$ cat src/rtl/fb_pkg.sv
`default_nettype none
// ============================================================================
//  Module      : fb_pkg
//  Description : Shared constants, types and the colour-expansion helper for
//                the frame-buffer arbiter.
//                The frame buffer is RGB332 at 400x225, which is a 4x
//                downscale of the 1600x900 display raster.
//  Revision    : 1.0 - initial release
// ============================================================================
package fb_pkg;

  localparam int FB_W     = 400;   // frame-buffer width in pixels
  localparam int FB_H     = 225;   // frame-buffer height in pixels
  localparam int SCALE_SH = 2;     // screen-to-buffer downscale shift
  localparam int ADDR_W   = 17;    // SRAM address width (FB_W*FB_H <= 2**ADDR_W)
  localparam int DATA_W   = 8;     // SRAM word width (RGB332)
  localparam int SCREEN_W = 1600;  // visible screen width
  localparam int SCREEN_H = 900;   // visible screen height

  // One frame-buffer word.
  typedef struct packed {
    logic [2:0] r;
    logic [2:0] g;
    logic [1:0] b;
  } rgb332_t;

  // What a display slot turns into two cycles later.
  typedef enum logic [1:0] {
    SLOT_READ  = 2'd0,  // colour comes from the SRAM read port
    SLOT_HIT   = 2'd1,  // colour comes from the held copy of the last read
    SLOT_BLACK = 2'd2   // off-screen position: black
  } slot_kind_e;

  // Replicate the MSBs so that full-scale RGB332 maps to full-scale RGB888.
  function automatic logic [23:0] rgb332_to_rgb888(input rgb332_t c);
    return {c.r, c.r, c.r[2:1], c.g, c.g, c.g[2:1], c.b, c.b, c.b, c.b};
  endfunction

endpackage
`default_nettype wire

$ cat src/rtl/fb_rr_arb2.sv
`default_nettype none
// ============================================================================
//  Module      : fb_rr_arb2
//  Description : Two-requester round-robin arbiter.
//                It issues a grant only while i_en is high. When both
//                requesters are active, the pointer selects the winner.
//                The pointer moves past the granted requester, so it only
//                changes when a grant is given.
//  Ports       : i_clk, i_rst  - clock, synchronous active-high reset
//                i_en          - arbitration allowed this cycle
//                i_req[1:0]    - request per requester
//                o_gnt[1:0]    - one-hot grant (combinational)
//  Revision    : 1.0 - initial release
// ============================================================================
module fb_rr_arb2 (
  input  logic       i_clk,
  input  logic       i_rst,
  input  logic       i_en,
  input  logic [1:0] i_req,
  output logic [1:0] o_gnt
);

  // 0: requester 0 has priority on a tie, 1: requester 1 has priority
  logic ptr_q;
  logic ptr_d;

  always_comb begin
    o_gnt = 2'b00;
    ptr_d = ptr_q;
    if (i_en) begin
      if (i_req == 2'b11) begin
        o_gnt = ptr_q ? 2'b10 : 2'b01;
      end else begin
        o_gnt = i_req;
      end
    end
    if (o_gnt[0]) begin
      ptr_d = 1'b1;
    end else if (o_gnt[1]) begin
      ptr_d = 1'b0;
    end
  end

  always_ff @(posedge i_clk) begin
    if (i_rst) begin
      ptr_q <= 1'b0;
    end else begin
      ptr_q <= ptr_d;
    end
  end

endmodule
`default_nettype wire

$ cat src/rtl/fb_arbiter.sv
`default_nettype none
// ============================================================================
//  Module      : fb_arbiter
//  Description : Shares a single-port synchronous frame-buffer SRAM between
//                the display fetch and two game-logic writers.
//                The display has absolute priority. If a display request
//                reads the same word as the previous read, the SRAM slot is
//                given to the writers instead. Each fetched RGB332 word is
//                expanded to 24-bit colour with a fixed two-cycle latency.
//  Ports       : i_clk, i_rst                 - clock, sync active-high reset
//                i_pos_valid, i_H_pos, i_V_pos - display fetch position
//                o_color, o_color_valid        - expanded colour to VGA
//                i_wN_valid/addr/data, o_wN_ready - writer handshakes (N=0,1)
//                o_mem_en/we/addr/wdata, i_mem_rdata - SRAM interface
//  Revision    : 1.0 - initial release
// ============================================================================
module fb_arbiter
  import fb_pkg::*;
(
  input  logic              i_clk,
  input  logic              i_rst,
  input  logic              i_pos_valid,
  input  logic [10:0]       i_H_pos,
  input  logic [9:0]        i_V_pos,
  output logic [23:0]       o_color,
  output logic              o_color_valid,
  input  logic              i_w0_valid,
  input  logic [ADDR_W-1:0] i_w0_addr,
  input  logic [DATA_W-1:0] i_w0_data,
  output logic              o_w0_ready,
  input  logic              i_w1_valid,
  input  logic [ADDR_W-1:0] i_w1_addr,
  input  logic [DATA_W-1:0] i_w1_data,
  output logic              o_w1_ready,
  output logic              o_mem_en,
  output logic              o_mem_we,
  output logic [ADDR_W-1:0] o_mem_addr,
  output logic [DATA_W-1:0] o_mem_wdata,
  input  logic [DATA_W-1:0] i_mem_rdata
);

  logic [ADDR_W-1:0] fa;
  logic              in_range;
  logic              hit;
  logic              disp_read;
  logic              arb_en;
  logic [1:0]        gnt;

  logic              mem_en_q,    mem_en_d;
  logic              mem_we_q,    mem_we_d;
  logic [ADDR_W-1:0] mem_addr_q,  mem_addr_d;
  logic [DATA_W-1:0] mem_wdata_q, mem_wdata_d;
  logic              cache_valid_q, cache_valid_d;
  logic [ADDR_W-1:0] cache_addr_q,  cache_addr_d;
  logic              s1_valid_q, s1_valid_d;
  slot_kind_e        s1_kind_q,  s1_kind_d;
  logic              s2_valid_q, s2_valid_d;
  slot_kind_e        s2_kind_q,  s2_kind_d;
  logic [DATA_W-1:0] data_q,  data_d;
  logic [23:0]       color_q, color_d;
  logic              color_valid_q, color_valid_d;

  // Display request decode. The address wraps by truncation to ADDR_W.
  always_comb begin
    fa = ADDR_W'(i_V_pos >> SCALE_SH) * ADDR_W'(FB_W) + ADDR_W'(i_H_pos >> SCALE_SH);
    in_range  = (i_H_pos < 11'(SCREEN_W)) && (i_V_pos < 10'(SCREEN_H));
    hit       = cache_valid_q && (fa == cache_addr_q);
    disp_read = i_pos_valid && in_range && !hit && !i_rst;
    // Writers use every cycle the display does not need, including hit
    // slots, off-screen slots and blanking.
    arb_en    = !disp_read && !i_rst;
  end

  fb_rr_arb2 u_rr (
    .i_clk (i_clk),
    .i_rst (i_rst),
    .i_en  (arb_en),
    .i_req ({i_w1_valid, i_w0_valid}),
    .o_gnt (gnt)
  );

  assign o_w0_ready = gnt[0];
  assign o_w1_ready = gnt[1];

  always_comb begin
    mem_en_d    = disp_read || (gnt != 2'b00);
    mem_we_d    = (gnt != 2'b00);
    mem_addr_d  = disp_read ? fa : (gnt[1] ? i_w1_addr : i_w0_addr);
    mem_wdata_d = gnt[1] ? i_w1_data : i_w0_data;

    // A display read and a write are never in the same cycle. Therefore a
    // load of a new cached address and an invalidation cannot conflict.
    cache_valid_d = cache_valid_q;
    cache_addr_d  = cache_addr_q;
    if (disp_read) begin
      cache_valid_d = 1'b1;
      cache_addr_d  = fa;
    end else if ((gnt[0] && (i_w0_addr == cache_addr_q)) ||
                 (gnt[1] && (i_w1_addr == cache_addr_q))) begin
      cache_valid_d = 1'b0;
    end

    // Two-stage slot pipeline. Its length matches the SRAM read latency,
    // so every slot kind leaves the pipeline exactly two edges after it
    // was sampled.
    s1_valid_d = i_pos_valid;
    s1_kind_d  = !in_range ? SLOT_BLACK : (hit ? SLOT_HIT : SLOT_READ);
    s2_valid_d = s1_valid_q;
    s2_kind_d  = s1_kind_q;

    color_valid_d = s2_valid_q;
    color_d       = 24'h0;
    data_d        = data_q;
    if (s2_valid_q) begin
      case (s2_kind_q)
        SLOT_READ: begin
          color_d = rgb332_to_rgb888(rgb332_t'(i_mem_rdata));
          data_d  = i_mem_rdata;
        end
        SLOT_HIT:  color_d = rgb332_to_rgb888(rgb332_t'(data_q));
        default:   color_d = 24'h0;
      endcase
    end
  end

  always_ff @(posedge i_clk) begin
    if (i_rst) begin
      mem_en_q      <= 1'b0;
      mem_we_q      <= 1'b0;
      mem_addr_q    <= '0;
      mem_wdata_q   <= '0;
      cache_valid_q <= 1'b0;
      cache_addr_q  <= '0;
      s1_valid_q    <= 1'b0;
      s1_kind_q     <= SLOT_READ;
      s2_valid_q    <= 1'b0;
      s2_kind_q     <= SLOT_READ;
      data_q        <= '0;
      color_q       <= 24'h0;
      color_valid_q <= 1'b0;
    end else begin
      mem_en_q      <= mem_en_d;
      mem_we_q      <= mem_we_d;
      mem_addr_q    <= mem_addr_d;
      mem_wdata_q   <= mem_wdata_d;
      cache_valid_q <= cache_valid_d;
      cache_addr_q  <= cache_addr_d;
      s1_valid_q    <= s1_valid_d;
      s1_kind_q     <= s1_kind_d;
      s2_valid_q    <= s2_valid_d;
      s2_kind_q     <= s2_kind_d;
      data_q        <= data_d;
      color_q       <= color_d;
      color_valid_q <= color_valid_d;
    end
  end

  assign o_mem_en      = mem_en_q;
  assign o_mem_we      = mem_we_q;
  assign o_mem_addr    = mem_addr_q;
  assign o_mem_wdata   = mem_wdata_q;
  assign o_color       = color_q;
  assign o_color_valid = color_valid_q;

endmodule
`default_nettype wire

$ cat config.mk
export PLATFORM = sky130hd
export DESIGN_NAME = fb_arbiter
export DESIGN_NICKNAME = d
export VERILOG_FILES = /design/src/rtl/fb_pkg.sv /design/src/rtl/fb_rr_arb2.sv /design/src/rtl/fb_arbiter.sv
export SDC_FILE = /design/constraint.sdc
export NUM_CORES = 1
export LEC_CHECK = 0
export BUFFER_PORTS_ARGS = -buffer_cell sky130_fd_sc_hd__buf_4
export CAP_MARGIN = 20
export CORE_AREA = 2 2 108 84
export CTS_CLUSTER_SIZE = 30
export DETAILED_ROUTE_END_ITERATION = 8
export DIE_AREA = 0 0 110 86
export PLACE_DENSITY = 0.83
export SYNTH_ARGS = -nofsm -noshare
export SYNTH_HDL_FRONTEND = slang
export SYNTH_SLANG_ARGS = --single-unit
$ cat constraint.sdc
create_clock -name i_clk -period 9.6 [get_ports i_clk]
set_input_delay 0.96 -clock i_clk [delete_from_list [all_inputs] [get_ports i_clk]]
set_output_delay 0.96 -clock i_clk [all_outputs]
set_load 0.005 [all_outputs]
# Yosys cells after proc, flatten, opt, wreduce, memory -nomap -nowiden
# Cells that the tools add are included.
[op_classes]
bitwise_logic = 2
div = 0
n_addsub = 1
n_mux = 13
n_eq_ne = 5
shift = 0
mul = 1
n_lt_le_gt_ge = 2
n_reduce_logical = 19
[op_table]
columns = ["op", "n"]
rows = [
  ["== test 17 bit", 3],
  ["case mux 24 bit (2 select lines)", 1],
  ["2-to-1 mux 17 bit", 2],
  ["adder 17 x 9 -> 17 bit", 1],
  ["multiplier 8 x 5 -> 13 bit, second input constant", 1],
  ["< comparator 11 bit, second input constant", 1],
  ["< comparator 10 bit, second input constant", 1],
  ["logical AND 1 bit", 8],
  ["2-to-1 mux 2 bit", 4],
  ["2-to-1 mux 8 bit", 1],
  ["2-to-1 mux 1 bit", 5],
  ["nonzero test 2 bit", 2],
  ["OR reduction 2 bit", 2],
  ["zero test 1 bit", 3],
  ["== test 2 x 1 -> 1 bit, second input constant", 1],
  ["== test 2 bit, second input constant", 1],
  ["zero test 2 bit", 1],
  ["logical OR 1 bit", 2],
  ["NOT 1 bit", 2],
  ["AND reduction 2 bit", 1],
]
[word_totals]
inputBits = 84
latch_bits = 0
elab_cells = 58
ram_bits = 0
register_bits = 85
out_inout_bits = 54
mem_bits_ro = 0
mem_count = 0

# Logic depth before layout (Yosys ltp)
[logic_depth]
depth_word = 14
depth_mapped = 20

# Modules after synthesis
# A second synthesis with hierarchy kept.
[unflattened]
cells_unflattened = 496
hier_area_um2 = 4724.5
[modules_own_cells]
columns = ["module", "area_per_inst_um2", "n_inst", "cells_per_inst", "seq_area_each_um2"]
rows = [
  ["fb_arbiter", 4662.0, 1, 487, 1361.3],
  ["fb_rr_arb2", 62.6, 1, 9, 20.0],
]

# Worst setup path before layout
# No wires, ideal clock.
[synth_path]
path_type = "input to output"
from = "in i_V_pos[5]"
to = "out o_w0_ready"
stages = 19
arrival_ns = 5.083
slack_ns = 3.557
cell_sequence = "ha_1 > ha_1 > inv_1 > fa_1 > inv_1 > ha_1 > buf_2 > or2_2 > o31a_1 > xor2_1 > nand3_1 > or3_1 > xnor2_1 > o2111ai_1 > o311ai_4 > and2b_1 > buf_4 > buf_6 > and3_1"
[synth_via]
elab_chain_cells = 10
word_cells_on_any_way = 13
classes_between = "1 x add/sub; 1 x mul; 1 x order compare; 1 x eq/ne; 1 x mux; 8 x reduce/logical"
[synth_rtl]
columns = ["item", "line", "source"]
rows = [
  ["start, declared", "fb_arbiter.sv:24", "input logic [9:0] i_V_pos,"],
  ["multiplier 8 x 5 -> 13 bit", "fb_arbiter.sv:65", "fa = ADDR_W'(i_V_pos >> SCALE_SH) * ADDR_W'(FB_W) + ADDR_W'(i_H_pos >> SCALE_SH);"],
  ["adder 17 x 9 -> 17 bit", "fb_arbiter.sv:65", ""],
  ["== test 17 bit", "fb_arbiter.sv:67", "hit = cache_valid_q && (fa == cache_addr_q);"],
  ["logical AND 1 bit", "fb_arbiter.sv:67", ""],
  ["zero test 1 bit", "fb_arbiter.sv:68", "disp_read = i_pos_valid && in_range && !hit && !i_rst;"],
  ["logical AND 1 bit (*) (2 in a row)", "fb_arbiter.sv:68", ""],
  ["zero test 1 bit (*)", "fb_arbiter.sv:71", "arb_en = !disp_read && !i_rst;"],
  ["logical AND 1 bit (*)", "fb_arbiter.sv:71", ""],
  ["2-to-1 mux 2 bit (*)", "fb_rr_arb2.sv:30", "if (i_en) begin"],
  ["end, declared", "fb_arbiter.sv:30", "output logic o_w0_ready,"],
]
# Every way passes the cells marked *; elsewhere a longest branch is shown, timed or not.

# Final worst setup path
# Ends and elaborated chain as after synthesis.

==> impl_metrics.py <==
metrics = {
    "outcome": {
        "outcome": "finished clean",
    },
    "critical_path": {
        "r2r_cells": 10,
        "crit_slowest_cell": "and2b_1",
        "crit_cells": 18,
        "path_class": "in -> out",
        "arrival_ns": 6.22,
        "crit_chain": "buf_4 -> ha_1 -> ha_1 -> inv_1 -> fa_1 -> inv_1 -> ha_1 -> or2_2 -> o31a_1 -> xor2_1 -> nand3_1 -> or3_1 -> a221oi_1 -> nand3_1 -> o311ai_4 -> and2b_1 -> and3_1 -> buf_4",
        "cpLargestDelayFamily": "simple AND/OR/NAND/NOR gates",
        "critPathRequiredTime_ns": 8.64,
        "cp-start-kind": "input pin",
        "endpoint_kind": "output pin",
        "crit_fanout": 18,
        "max_stage_delay_ns": 0.69,
        "critPathBufInv": 4,
        "path_common_cell": "ha_1",
    },
    "synthesis": {
        "synth_cell_types": 53,
        "syn_inst": 465,
        "synth_ff_type": "dfxtp_1",
        "netlist.area_leader.share": 0.3096,
        "synth_nets": 590,
        "syn_avg_cell_area_um2": 9.595,
        "ys_seq_elements": 69,
        "synth_top_cell_by_area": "dfxtp_1",
        "synth_area_leaders": "dfxtp_1 31%, ha_1 10%, mux2i_1 9.2%, xnor2_1 6.9%, xor2_1 6.9%",
        "synth_edf_count": 0,
        "ys_warn_count": 0,
        "async_flop_share": 0,
        "syn_area_um2": 4462,
        "ys_seq_area_frac": 0.3096,
    },
    "sta": {
        "setup_violations": 0,
        "maxSlewViolCount": 0,
        "fmaxAchievable_ghz": 0.1392,
        "relSlewSlack": 0.3650,
        "rsz0062_at_grt": "no",
        "timing_hold_violations_final": 0,
        "finalCritPeriodShare": 0.7483,
        "setup-tns-final_ns": 0,
        "skew_ns": 0.004343,
        "worst_slew_pin_slew_ns": 0.9525,
        "layout_min_cycle_time_ns": 7.183,
    },
    "worst_hold_path": {
        "whs_path_depth": 1,
        "hp-class": "reg -> reg",
    },
    "drt": {
        "first_iter_violations": 258,
        "routed_wl_mm": 11.55,
        "vias_per_cell": 5.520,
        "vias": 3787,
        "antenna_left": 0,
        "wl_per_cell_um": 16.84,
        "drc_errors": 0,
        "first_pass_iters": 5,
    },
    "cts": {
        "htreeDepth": 3,
        "cts_buffers": 9,
        "clk_pin_slew_ns": 0.08,
        "hold_buffers": 0,
        "root_buffer": "clkbuf_8",
        "cts.sinks": 69,
        "cts_setup_buffers": 0,
        "cts_buffer_depth": 2,
        "cts_resized": 0,
        "cts_tree": "built",
        "clk_latency_ns": 0.34,
    },
    "floorplanning": {
        "core_um2": 8309,
        "dieWidth_um": 110,
        "die_h_um": 86,
        "start_util": 0.5370,
        "die_area_um2": 9460,
        "row_count": 29,
        "io_pins": 138,
    },
    "power": {
        "finalPower_w": 0.0009550,
        "power.density_nw_per_um2": 170.3,
        "vdd_drop_max_v": 0.00009654,
        "power.leakage_nw": 2.611,
    },
    "placement": {
        "dpl.hpwl_mm": 9.035,
        "gp_congestion": 0.8707,
        "place.port_buffers": 133,
    },
    "global_routing": {
        "grt-ovfl-total": 0,
        "grt_max_degree": 39,
        "track_usage": 0.2433,
        "grt_pass1_wl_mm": 17.80,
        "antenna_found_initial": 0,
        "grt_pass1_vias": 3753,
    },
    "finish": {
        "multiInputGateArea_um2": 2779,
        "drive_gt1_frac": 0.2716,
        "fillers": 631,
        "nNetsFinal": 698,
        "insertedDiodeCount": 0,
        "regArea_um2": 1381,
        "area_growth_pct": 25.66,
    },
    "job": {
        "maxCapViolations": 0,
    },
}
power by group:
group,leakage (nW),internal [W],switching [W],total (W)
combinational,1.93,0.000166,0.000193,0.000359
sequential,0.568,0.000313,0.0000230,0.000336
clock,0.110,0.000146,0.000114,0.000260
total,2.61,0.000625,0.000330,0.000955
worst register-to-register path, cell delays in order, from the launching register on:
cell and delay, ns:
dfxtp_1 0.42, xnor2_1 0.15, nand4_1 0.15, or4_1 0.51, nor4_1 0.34, a21oi_1 0.07
nor4_1 0.29, nand3_1 0.20, o311ai_4 0.44, nand2b_1 0.62, o22ai_1 0.38
path summary, 6_finish.rpt:
check / from / endpoint / slack, ns
worst min register to register: s1_valid_q$_SDFF_PP0_ / color_valid_d$_SDFF_PP0_ / 0.45
worst max-delay path: i_V_pos[5] / o_w0_ready / 2.42
worst min-delay path: s1_valid_q$_SDFF_PP0_ / color_valid_d$_SDFF_PP0_ / 0.45
worst max register to register: cache_addr_q[1]$_SDFFE_PP0P_ / o_mem_addr[10]$_SDFF_PP0_ / 5.92
layer usage:
metal,vias up,wire length (um),track usage
met5,-,0,0
met4,0,209,0.07250
met3,16,941,0.07447
met2,153,5430,0.4027
met1,1773,4969,0.3038
li1,1845,-,-
cells by family after synthesis:
group | synth area share
compound gates | 0.1293
buf+inv | 0.06758
flops | 0.3096
simple gates | 0.1371
xor+xnor | 0.1427
fa+ha+maj | 0.1217
mux | 0.09198
area by class of cell:
class                   count  share of cell area
inverters                  19             0.01272
multi-input cells         338              0.4956
flip-flops and latches     69              0.2464
well taps                 108             0.02410
clock buffers              10             0.02276
clock inverters             6             0.01562
repair buffers            136              0.1828
through the flow:
step | util | hold slack (ns) | setup slack [ns] | cell area, um^2 | std cells
2_1_floorplan | - | 0.4138 | 3.557 | 4462 | 465
3_3_place_gp | 0.6475 | 0.4277 | 2.703 | 5380 | 669
3_5_place_dp | 0.6488 | 0.4337 | 2.574 | 5391 | 670
4_1_cts | 0.6747 | 0.4523 | 2.564 | 5607 | 686
5_1_grt | 0.6747 | 0.4600 | 2.187 | 5607 | 686
6_report | 0.6747 | 0.4491 | 2.417 | 5607 | 686
cells in the final DEF (no fill, tap or decap), types with 7 or more instances in the layout:
cell type / n
a21oi_1: 11
a22o_1: 9
buf_4: 135
clkbuf_8: 9
dfxtp_1: 69
ha_1: 37
inv_1: 19
mux2i_1: 41
nand2_1: 8
nand2b_1: 20
nand4_1: 7
nor2_1: 28
nor2b_1: 8
nor3_1: 10
nor4_1: 7
o22ai_1: 8
o2bb2ai_1: 17
xnor2_1: 35
xor2_1: 35
cell usage after synthesis (all sizes together), types with 8 or more instances:
cell type and instances:
nor2b 8, o22ai 8, a22o 9, dfxtp 69
nand2 8, nand2b 20, xnor2 35, ha 37
buf 27, clkbuf 12, nor2 28, inv 19
a21oi 11, xor2 35, nor3 10, mux2i 41
o2bb2ai 17
flip-flops by register name, summed over array words and instances, names as in the netlist:
register,cells
cache_addr_q,17
o_mem_addr,17
data_q,8
o_color,8
o_mem_wdata,8
s1_kind_q,2
s2_kind_q,2
cache_valid_q,1
color_valid_d,1
o_color_valid,1
o_mem_en,1
o_mem_we,1
s1_valid_q,1
u_rr.ptr_q,1
Note: power is estimated with default switching activity, not from simulation.
